==> src/rtl/chunked_serial_adder.sv <==
// chunked_serial_adder: WIDTH-bit add/subtract, CHUNK bits per clock, LSB chunk first.
// Latency: start accepted at a clock edge -> busy for N=WIDTH/CHUNK cycles -> done pulse in cycle N+1.
// Backpressure: none; start is ignored while busy and accepted in IDLE or in the DONE cycle.
//
// Ports:
//   clk, rst        clock, asynchronous active-high reset
//   start, sub      request an operation; sub=1 selects a-b (cin ignored)
//   a, b, cin       operands and carry-in, latched when start is accepted
//   busy, done      RUN indicator, one-cycle completion pulse
//   sum, cout       result and carry-out (for subtraction cout=1 means no borrow)
//   overflow        two's-complement overflow of the completed operation
module chunked_serial_adder #(
  parameter int WIDTH = 16,
  parameter int CHUNK = 4
) (
  input  logic             clk,
  input  logic             rst,
  input  logic             start,
  input  logic             sub,
  input  logic [WIDTH-1:0] a,
  input  logic [WIDTH-1:0] b,
  input  logic             cin,
  output logic             busy,
  output logic             done,
  output logic [WIDTH-1:0] sum,
  output logic             cout,
  output logic             overflow
);

  localparam int N  = WIDTH / CHUNK;
  localparam int CW = (N > 1) ? $clog2(N) : 1;

  typedef enum logic [1:0] {
    IDLE = 2'd0,
    RUN  = 2'd1,
    DONE = 2'd2
  } state_t;

  state_t           state, state_nxt;
  logic [WIDTH-1:0] a_reg, b_reg, acc, acc_nxt;
  logic             carry_reg;
  logic [CW-1:0]    cnt;
  logic [CHUNK-1:0] s;
  logic             c;
  logic             msb_cin;
  logic             accept;
  logic             last;

  // One shared CHUNK-bit slice; the carry between chunks lives in carry_reg.
  always_comb begin
    {c, s} = {1'b0, a_reg[CHUNK-1:0]} + {1'b0, b_reg[CHUNK-1:0]}
           + {{CHUNK{1'b0}}, carry_reg};
  end

  // Carry into the slice's top bit, recovered from its sum bit. On the final
  // chunk that top bit is bit WIDTH-1 of the full result.
  assign msb_cin = a_reg[CHUNK-1] ^ b_reg[CHUNK-1] ^ s[CHUNK-1];

  // New chunk enters at the top of acc, so after N shifts the LSB chunk has
  // arrived at the bottom.
  generate
    if (CHUNK == WIDTH) begin : g_single
      assign acc_nxt = s;
    end else begin : g_multi
      assign acc_nxt = {s, acc[WIDTH-1:CHUNK]};
    end
  endgenerate

  assign last   = (cnt == CW'(N - 1));
  assign accept = start && (state != RUN);
  assign busy   = (state == RUN);
  assign done   = (state == DONE);

  always_ff @(posedge clk or posedge rst) begin
    if (rst) state <= IDLE;
    else     state <= state_nxt;
  end

  always_comb begin
    state_nxt = state;
    case (state)
      IDLE:    if (start) state_nxt = RUN;
      RUN:     if (last)  state_nxt = DONE;
      DONE:    state_nxt = start ? RUN : IDLE;
      default: state_nxt = IDLE;
    endcase
  end

  always_ff @(posedge clk or posedge rst) begin
    if (rst) begin
      a_reg     <= '0;
      b_reg     <= '0;
      acc       <= '0;
      carry_reg <= 1'b0;
      cnt       <= '0;
      sum       <= '0;
      cout      <= 1'b0;
      overflow  <= 1'b0;
    end else if (accept) begin
      a_reg     <= a;
      b_reg     <= sub ? ~b : b;
      carry_reg <= sub ? 1'b1 : cin;
      cnt       <= '0;
    end else if (state == RUN) begin
      a_reg     <= a_reg >> CHUNK;
      b_reg     <= b_reg >> CHUNK;
      acc       <= acc_nxt;
      carry_reg <= c;
      cnt       <= cnt + CW'(1);
      if (last) begin
        sum      <= acc_nxt;
        cout     <= c;
        overflow <= msb_cin ^ c;
      end
    end
  end

endmodule

==> config.mk <==
export PLATFORM = sky130hd
export DESIGN_NAME = chunked_serial_adder
export DESIGN_NICKNAME = d
export VERILOG_FILES = /design/src/rtl/chunked_serial_adder.sv
export SDC_FILE = /design/constraint.sdc
export NUM_CORES = 1
export LEC_CHECK = 0
export CAP_MARGIN = 15
export CELL_PAD_IN_SITES_DETAIL_PLACEMENT = 1
export CELL_PAD_IN_SITES_GLOBAL_PLACEMENT = 1
export CORE_MARGIN = 1.5
export CORE_UTILIZATION = 40
export DETAILED_ROUTE_END_ITERATION = 8
export GPL_ROUTABILITY_DRIVEN = 1
export PLACE_DENSITY_LB_ADDON = 0.1
export SETUP_SLACK_MARGIN = 0.15
export SYNTH_ARGS = -nofsm -noshare
export SYNTH_HDL_FRONTEND = slang
export SYNTH_SLANG_ARGS = --single-unit
==> constraint.sdc <==
create_clock -name clk -period 2.5 [get_ports clk]
set_input_delay 0.5 -clock clk [delete_from_list [all_inputs] [get_ports clk]]
set_output_delay 0.5 -clock clk [all_outputs]
set_load 0.02 [all_outputs]
# After elaboration in Yosys (flattened, before gate mapping)

Cells that the tools add are included.

Add/sub/neg operators: 3
Equal/unequal tests: 6
Muxes and demuxes: 14
Bitwise operators: 5
Reductions and logical operators: 6

Operators by type and width:

| operator                                                              | count |
|---|---|
| 16-bit 2-to-1 mux                                                     | 5 |
| 16-bit NOT                                                            | 1 |
| 2-bit 2-to-1 mux                                                      | 4 |
| 2-bit case mux with 3 select lines                                    | 1 |
| 4-bit by 4-bit adder with 5-bit output                                | 1 |
| 5-bit by 1-bit adder with 5-bit output                                | 1 |
| 2-bit equality test, second input constant                            | 2 |
| 1-bit 2-to-1 mux                                                      | 4 |
| 2-bit by 1-bit != test with 1-bit output, second input constant       | 2 |
| 2-bit AND reduction                                                   | 2 |
| 3-bit AND reduction                                                   | 1 |
| 1-bit bitwise XOR                                                     | 3 |
| 2-bit by 1-bit adder with 2-bit output, second input constant         | 1 |
| 2-bit by 1-bit equality test with 1-bit output, second input constant | 1 |
| 2-bit logical NOT                                                     | 1 |
| 2-bit != test, second input constant                                  | 1 |
| 2-bit nonzero test                                                    | 1 |
| 1-bit logical AND                                                     | 1 |
| 1-bit NOT                                                             | 1 |

Bits in registers: 71
Input bits: 37

# Depth between registers and ports, before layout

Gate-level depths: netlist of the first run.

Depth in word-level cells: 4
Mapped depth: 7

# Worst setup path before layout of the first run

OpenSTA, ideal clock, no wires.

Path kind: register to register
Start: register a_reg[0]
End: register overflow
Library setup time: 135 ps
Arrival: 1,512 ps
Data required time: 2,365 ps
Path slack: 853 ps
Stages on the path, launching flop included: 8
Path buffers: 0
Cell sequence: dfrtp_1 fa_1 inv_1 fa_1 nand2b_1 o2bb2ai_1 xnor2_1 o21ai_0

Cells in the longest elaborated chain, start to end: 4

RTL lines:

| item                                     | RTL line | RTL |
|---|---|---|
| from (decl)                              | 40       | `logic [WIDTH-1:0] a_reg, b_reg, acc, acc_nxt;` |
| from (signal assigned)                   | 105      | `a_reg <= a_reg >> CHUNK;` |
| 4-bit by 4-bit adder with 5-bit output * | 51       | `{c, s} = {1'b0, a_reg[CHUNK-1:0]} + {1'b0, b_reg[CHUNK-1:0]}` |
| 5-bit by 1-bit adder with 5-bit output * | 52       | `+ {{CHUNK{1'b0}}, carry_reg};` |
| 1-bit bitwise XOR                        | 57       | `assign msb_cin = a_reg[CHUNK-1] ^ b_reg[CHUNK-1] ^ s[CHUNK-1];` |
| 1-bit bitwise XOR *                      | 113      | `overflow <= msb_cin ^ c;` |
| to (signal assigned)                     | 113      |  |
| to (decl)                                | 27       | `output logic overflow` |

Mark *: on every way between the ends. The rest lies on a longest branch, timed or not.
A chain may end at the register's enable or synchronous reset.

# Worst setup path after layout of the first run

Start: register state[1]
End: output busy

Cells in the longest elaborated chain, start to end: 1

RTL lines:

| item                                           | RTL line | RTL |
|---|---|---|
| from (decl)                                    | 39       | `state_t state, state_nxt;` |
| from (signal assigned)                         | 76       | `else state <= state_nxt;` |
| 2-bit by 1-bit equality test with 1-bit output | 71       | `assign busy = (state == RUN);` |
| to (decl)                                      | 23       | `output logic busy,` |

Every way passes these cells.

==> results.md, run 1 <==
* DRT antenna net count at 0
* Yosys warnings at 0
* Status: finished clean
* Die ar. at 8188 um^2
* Gate power share at 37.8%
* R2R Path Start: a_reg[0]$_DFFE_PP0P_
* VDD IR-drop max at 0.3959 mV
* CTS clk-pin slew, worst paths at 0.08 ns
* Initial DRC Count at 74
* Syn_area_per_cell at between 10 and 15 um^2
* Max-slew violation count at 0
* Seq pwr share at 39.1%
* Routability cong. at 0.7442
* Req. time, crit path at 2.00 ns
* Largest net degree at the start of global routing at 51
* Final Hold Vio Count at 0
* RSZ-0062 raised after global routing: no
* Internal at 0.003023 W
* Number of synthesized register bits at 67
* Max Buffers Root-to-Sink at 2
* Number of global-route vias before repair at 2245
* Compound-cell area share of the yosys netlist at 9.808%
* Final Cell Area at between 3000 and 4000 um^2
* Global-route wire length before repair at around 11000 um
* Worst Path Max Fanout at 21
* Leak at 1.819 nW
* Top cells by count, synth: dfrtp_1 (67), nand2_1 (61), o21ai_0 (34)
* Syn Nets at 333
* Fin nets at a little under 400
* GRT Overall Usage at 17.19%
* Layout cell share with drive strength beyond 1 at 11.68%
* Synth Area in Simple Gates at 11.65%
* Die Width at roughly 90 um
* R2r worst-path depth at 7
* Reg-to-reg slack, setup at 0.70 ns
* Worst slack, placed at 0.5314 ns
* Cell count after synthesis at a little under 300
* Max-Cap Viols at 0
* Clock power share at between 20% and 30%
* Die Y at approximately 90 um
* Clk_lat worst skew at 0.34 ns
* Area growth syn-to-layout at 28.93%
* Final TNS setup at 0 ns
* Largest family of logic cells by synthesized area: simple AND/OR/NAND/NOR gates
* Max Clk Rate at 489.9 MHz
* Most frequent cell after synthesis: dfrtp_1
* Sw frac at 35.70%
* Cell Area, Synth at approximately 3100 um^2
* DP Wirelength at between 4000 and 5000 um
* Num rows at 31
* Sw Pwr at approximately 0.0017 W
* Clock sinks at 67
* Drt wl/cell at 14.06 um
* Fin crit period at 2.041 ns
* Post-synth EDFFs at 0
* Clk Tree Root Cell: clkbuf_8
* Post-synthesis xor/xnor area fraction at 5.435%
* Mux share of post-synthesis cell area at 11.12%
* DR vias/cell at 4.807
* Antenna diodes at 0
* Worst min path class: input pin to async pin
* Largest cells by area after synthesis: dfrtp_1 (55%), nand2_1 (7.5%), o21ai_0 (5.6%), mux2i_1 (5.2%), xnor2_1 (4.9%)
* Drt total wl at 6326 um
* Post-Synth Adder-Cell Area at 2.942%
* Worst slew pin tran at 0.4315 ns
* Final setup margin at 0.4586 ns
* H-Tree Level Count at 3
* Vias at 2163
* CTS tree: yes
* Worst r2r dst: overflow$_DFFE_PP0P_
* CTS buffer count at 9
* Placed cell areas at approximately 3700 um^2
* Core box area at 7331 um^2
* Sequential area share after synthesis at 54.76%
* Synth async-reset ratio at between 90% and 100%
* Residual DRC count at 0
* Post-synth top area share at between 50% and 60%
* Library cells used by synthesis at 31
* WS Path Type: register to output pin
* Relative slew margins at 71.23%
* Clock Skew at a little under 0.008 ns
* Initial antenna violation count at 0
* Initial Utilization at 41.76%
* Detailed Routing Iterations Pass 1 at 4
* Total Power at 0.004702 W
* Fin crit share at between 80% and 90%
* Critical Path AT at 1.54 ns
* CP endpoint kind: output pin
* CP Launch Type: register
* Num ports at 57
* Ys flop type: dfrtp_1
* Post-CTS Hold Fix Bufs at 0
* Yosys top cell by area: dfrtp_1
* Grt total ovfl at 0
* Power per cell area at 1191 nW/um^2
* PortBufs at 56
* Setup violators final at 0
==> area by class of cell <==
class / count / area (um^2)
fill: 784 / 3383
clock buffer: 9 / 123.9
tap: 99 / 123.9
multi-input combinational: 198 / 1254
timing repair buffer: 63 / 624.3
sequential: 67 / 1677
inverter: 7 / 28.78
clock inverter: 7 / 116.4
==> kinds of logic (layout without fill, tap and decap cells) <==
logic type,Yosys count,count (layout)
compound gates,56,56
xor+xnor,19,19
fa+ha+maj,6,6
buf+inv,25,86
flops,67,67
mux,29,29
simple gates,88,88
==> cells in the final DEF (no fill, tap or decap), types with 2 or more instances in the layout <==
cell type and instances:
nor2_1 21, clkdlybuf4s50_1 55, mux2_2 4, clkinv_2 2
buf_4 6, mux2_4 9, ha_1 4, bufinv_16 3
dfrtp_1 67, mux2i_1 16, o21ai_0 34, a211oi_1 4
fa_1 2, xnor2_1 17, nand2_1 61, xor2_1 2
a21oi_1 13, inv_2 2, inv_1 4, clkbuf_8 9
==> layer usage <==
metal	routed length [um]	track usage, %
met1	2932	22.82
met2	3136	27.32
met3	195	3.788
met4	63	6.746
met5	0	0
==> worst max path at each step <==
stage                              start  cells past startpoint                    to
global placement    state[1]$_DFFE_PP0P_                      3                  busy
floorplan                            rst                      1  a_reg[0]$_DFFE_PP0P_
finish              state[1]$_DFFE_PP0P_                      3                  busy
CTS                 state[1]$_DFFE_PP0P_                      3                  busy
global route        state[1]$_DFFE_PP0P_                      3                  busy
detailed placement  state[1]$_DFFE_PP0P_                      3                  busy
==> through the flow <==
stage / utilization, % / hold WS [ns] / std cells
3_3_place_gp: 50.59 / 0.4613 / 434
3_5_place_dp: 50.59 / 0.4675 / 434
2_1_floorplan: - / 0.4459 / 290
5_1_grt: 53.85 / 0.4626 / 450
6_report: 53.85 / 0.4385 / 450
4_1_cts: 53.85 / 0.4365 / 450
==> critical path, cell delays in order, from the launching register on <==
cell	delay, ns
dfrtp_1	0.37
nand2b_4	0.24
inv_4	0.22
dlygate4sd2_1	0.36
==> power by group through the flow <==
stage / clock, W / sequential [W] / combinational [W]
2_1_floorplan: 0 / 0.00194 / 0.00110
3_3_place_gp: 0 / 0.00185 / 0.00175
3_5_place_dp: 0 / 0.00187 / 0.00182
4_1_cts: 0.00111 / 0.00185 / 0.00182
5_1_grt: 0.00116 / 0.00190 / 0.00201
6_report: 0.00109 / 0.00184 / 0.00178
==> repair_timing <==
action                                  4_1_cts  5_1_grt
endpoints found under the setup margin        1        0
buffers inserted                              0        0
gates resized for setup                       1        0
Power figures use the tool's default switching activity.
==> inputs of run 2 (changes only) <==
==> constraint.sdc (replaced) <==
create_clock -name clk -period 1.9 [get_ports clk]
set_input_delay 0.38 -clock clk [delete_from_list [all_inputs] [get_ports clk]]
set_output_delay 0.38 -clock clk [all_outputs]
set_load 0.02 [all_outputs]
==> run 2 against run 1 <==
  * Setup slack worse by 0.26 ns
  * Combinational power up 43%
  * Clock power up 30%
  * Sequential cell count unchanged
  * First-iteration DRC count up 43%
  * Power up 36%
  * Sequential share of layout area down 0.69 points
  * Non-clock buffer count up 4
==> results.md, run 2 (synthesized netlist as in run 1, its figures left out) <==
* Largest net degree at the start of global routing at 68
* DP Wirelength at 4379 um
* Drt wl/cell at between 10 and 15 um
* Max-Cap Viols at 0
* Clock Skew at 0.005368 ns
* VDD IR-drop max at 0.8462 mV
* Internal at 0.004135 W
* CTS clk-pin slew, worst paths at around 0.070 ns
* Sw frac at 35.30%
* Clock power share at 22.2%
* Most common cell after layout, fill and taps aside: dfrtp_1
* Final Cell Area at around 4000 um^2
* Routability cong. at 0.6913
* Vias at approximately 2200
* Worst Path Max Fanout at 3
* CTS buffer count at 9
* Die Width at 90.49 um
* GRT Overall Usage at 17.04%
* Number of global-route vias before repair at 2372
* Max Clk Rate at 586.8 MHz
* Grt total ovfl at 0
* Fin crit period at around 1.7 ns
* PortBufs at 56
* Cell mode on critical path: fa_2
* CP Launch Type: register
* Clock sinks at 67
* Clk_lat worst skew at between 0.3 and 0.4 ns
* Initial antenna violation count at 0
* Sw Pwr at 0.002256 W
* Worst min path class: input pin to async pin
* Die ar. at a little over 8000 um^2
* Leak at around 1.9 nW
* Critical Path AT at 1.91 ns
* Post-CTS Hold Fix Bufs at 0
* Die Y at 90.49 um
* Worst path bufs/invs at 1
* RSZ-0062 raised after global routing: no
* CP endpoint kind: register
* Fin nets at 393
* Worst path top cell family by delay: adder cells
* Status: finished clean
* H-Tree Level Count at 3
* Crit path cell chain: fa_2 > inv_2 > fa_2 > nand2b_4 > o2bb2ai_4 > xnor2_1 > o21ai_1
* Req. time, crit path at 2.11 ns
* Drt total wl at 6579 um
* Slowest cell on crit path: fa_2
* Placed cell areas at between 3000 and 4000 um^2
* WS Path Type: register to register
* Num rows at 31
* Hold WS at 0.4705 ns
* DR vias/cell at between 4 and 5
* Max Buffers Root-to-Sink at 2
* Detailed Routing Iterations Pass 1 at 4
* Final TNS setup at 0 ns
* Layout cell share with drive strength beyond 1 at between 10% and 20%
* Initial Utilization at roughly two fifths
* Residual DRC count at 0
* Gate power share at 39.8%
* Worst slew pin tran at 0.3836 ns
* Fin crit share at roughly nine tenths
* Initial DRC Count at 106
* DRT antenna net count at 0
* Num ports at 57
* Power per cell area at 1593 nW/um^2
* Clk Tree Root Cell: clkbuf_8
* Global-route wire length before repair at approximately 11000 um
* Final Hold Vio Count at 0
* Seq pwr share at 38.0%
* CP peak stage delay at approximately 0.42 ns
* Most frequent cells in the layout: dfrtp_1 (67), nand2_1 (61), clkdlybuf4s50_1 (54)
* Core box area at 7331 um^2
* Area growth syn-to-layout at 31.06%
* Max-slew violation count at 0
* Antenna diodes at 0
* Relative slew margins at 74.43%
* Setup violators final at 0
* CTS tree: yes
==> run 2: stage by stage <==
step | cells | worst slack (ns) | util (%) | power, W
after floorplan | 290 | 0.2528 | - | 0.004003
after global placement | 435 | 0.1641 | 50.74 | 0.004792
after detailed placement | 435 | 0.1307 | 50.74 | 0.004902
after CTS | 451 | 0.1613 | 54.12 | 0.006371
after global routing | 454 | 0.1419 | 54.74 | 0.006852
final | 454 | 0.1959 | 54.74 | 0.006391
==> run 2: final timing paths <==
| kind | startpoint | to | slack, ns | cells after the start |
|---|---|---|---|---|
| hold / removal | rst | acc[13]$_DFFE_PP0P_ | 0.47 | 3 |
| max in group asynchronous | rst | a_reg[3]$_DFFE_PP0P_ | 1.09 | 3 |
| setup / recovery | carry_reg$_DFFE_PP0P_ | overflow$_DFFE_PP0P_ | 0.20 | 7 |
| min in group clk | acc[5]$_DFFE_PP0P_ | acc[5]$_DFFE_PP0P_ | 0.48 | 2 |
| hold reg to reg | acc[5]$_DFFE_PP0P_ | acc[5]$_DFFE_PP0P_ | 0.48 | 2 |
| setup reg to reg | carry_reg$_DFFE_PP0P_ | overflow$_DFFE_PP0P_ | 0.20 | 7 |
==> run 2: layout make-up <==
cell class | instances | area [um^2]
Clock buffer | 11 | 141.4
Clock inverter | 5 | 100.1
Timing Repair Buffer | 67 | 653.1
Inverter | 7 | 32.53
Sequential cell | 67 | 1677
Tap cell | 99 | 123.9
Multi-Input combinational cell | 198 | 1285
Fill cell | 792 | 3318
==> run 2: layer usage <==
| metal | track usage, % | wire length, um | share of wire (%) | up-vias |
|---|---|---|---|---|
| met2 | 30.26 | 3528 | 54 | 40 |
| met1 | 20.15 | 2780 | 42 | 1072 |
| met4 | 3.968 | 48 | 0.73 | 0 |
| li1 | - | - | - | 1073 |
| met3 | 5.051 | 221 | 3.4 | 4 |
| met5 | 0 | 0 | 0 | - |
==> run 2: worst register-to-register path, cell delays in order, from the launching register on <==
cell and delay [ns]:
dfrtp_1 0.41, fa_2 0.42, inv_2 0.08, fa_2 0.21, nand2b_4 0.13, o2bb2ai_4 0.13, xnor2_1 0.13, o21ai_1 0.07
==> run 2: power groups by stage <==
stage	Combinational (W)	Clock, W	Sequential [W]
CTS	0.00247	0.00147	0.00244
global route	0.00282	0.00153	0.00251
floorplan	0.00145	0	0.00255
global placement	0.00236	0	0.00243
detailed placement	0.00244	0	0.00246
finish	0.00255	0.00142	0.00243
==> run 2: repair_timing <==
action	CTS	global route
resized for setup	4	5
buffers inserted	0	3
cloned	0	0
pin swaps	0	2
endpoints found under the setup margin	3	1
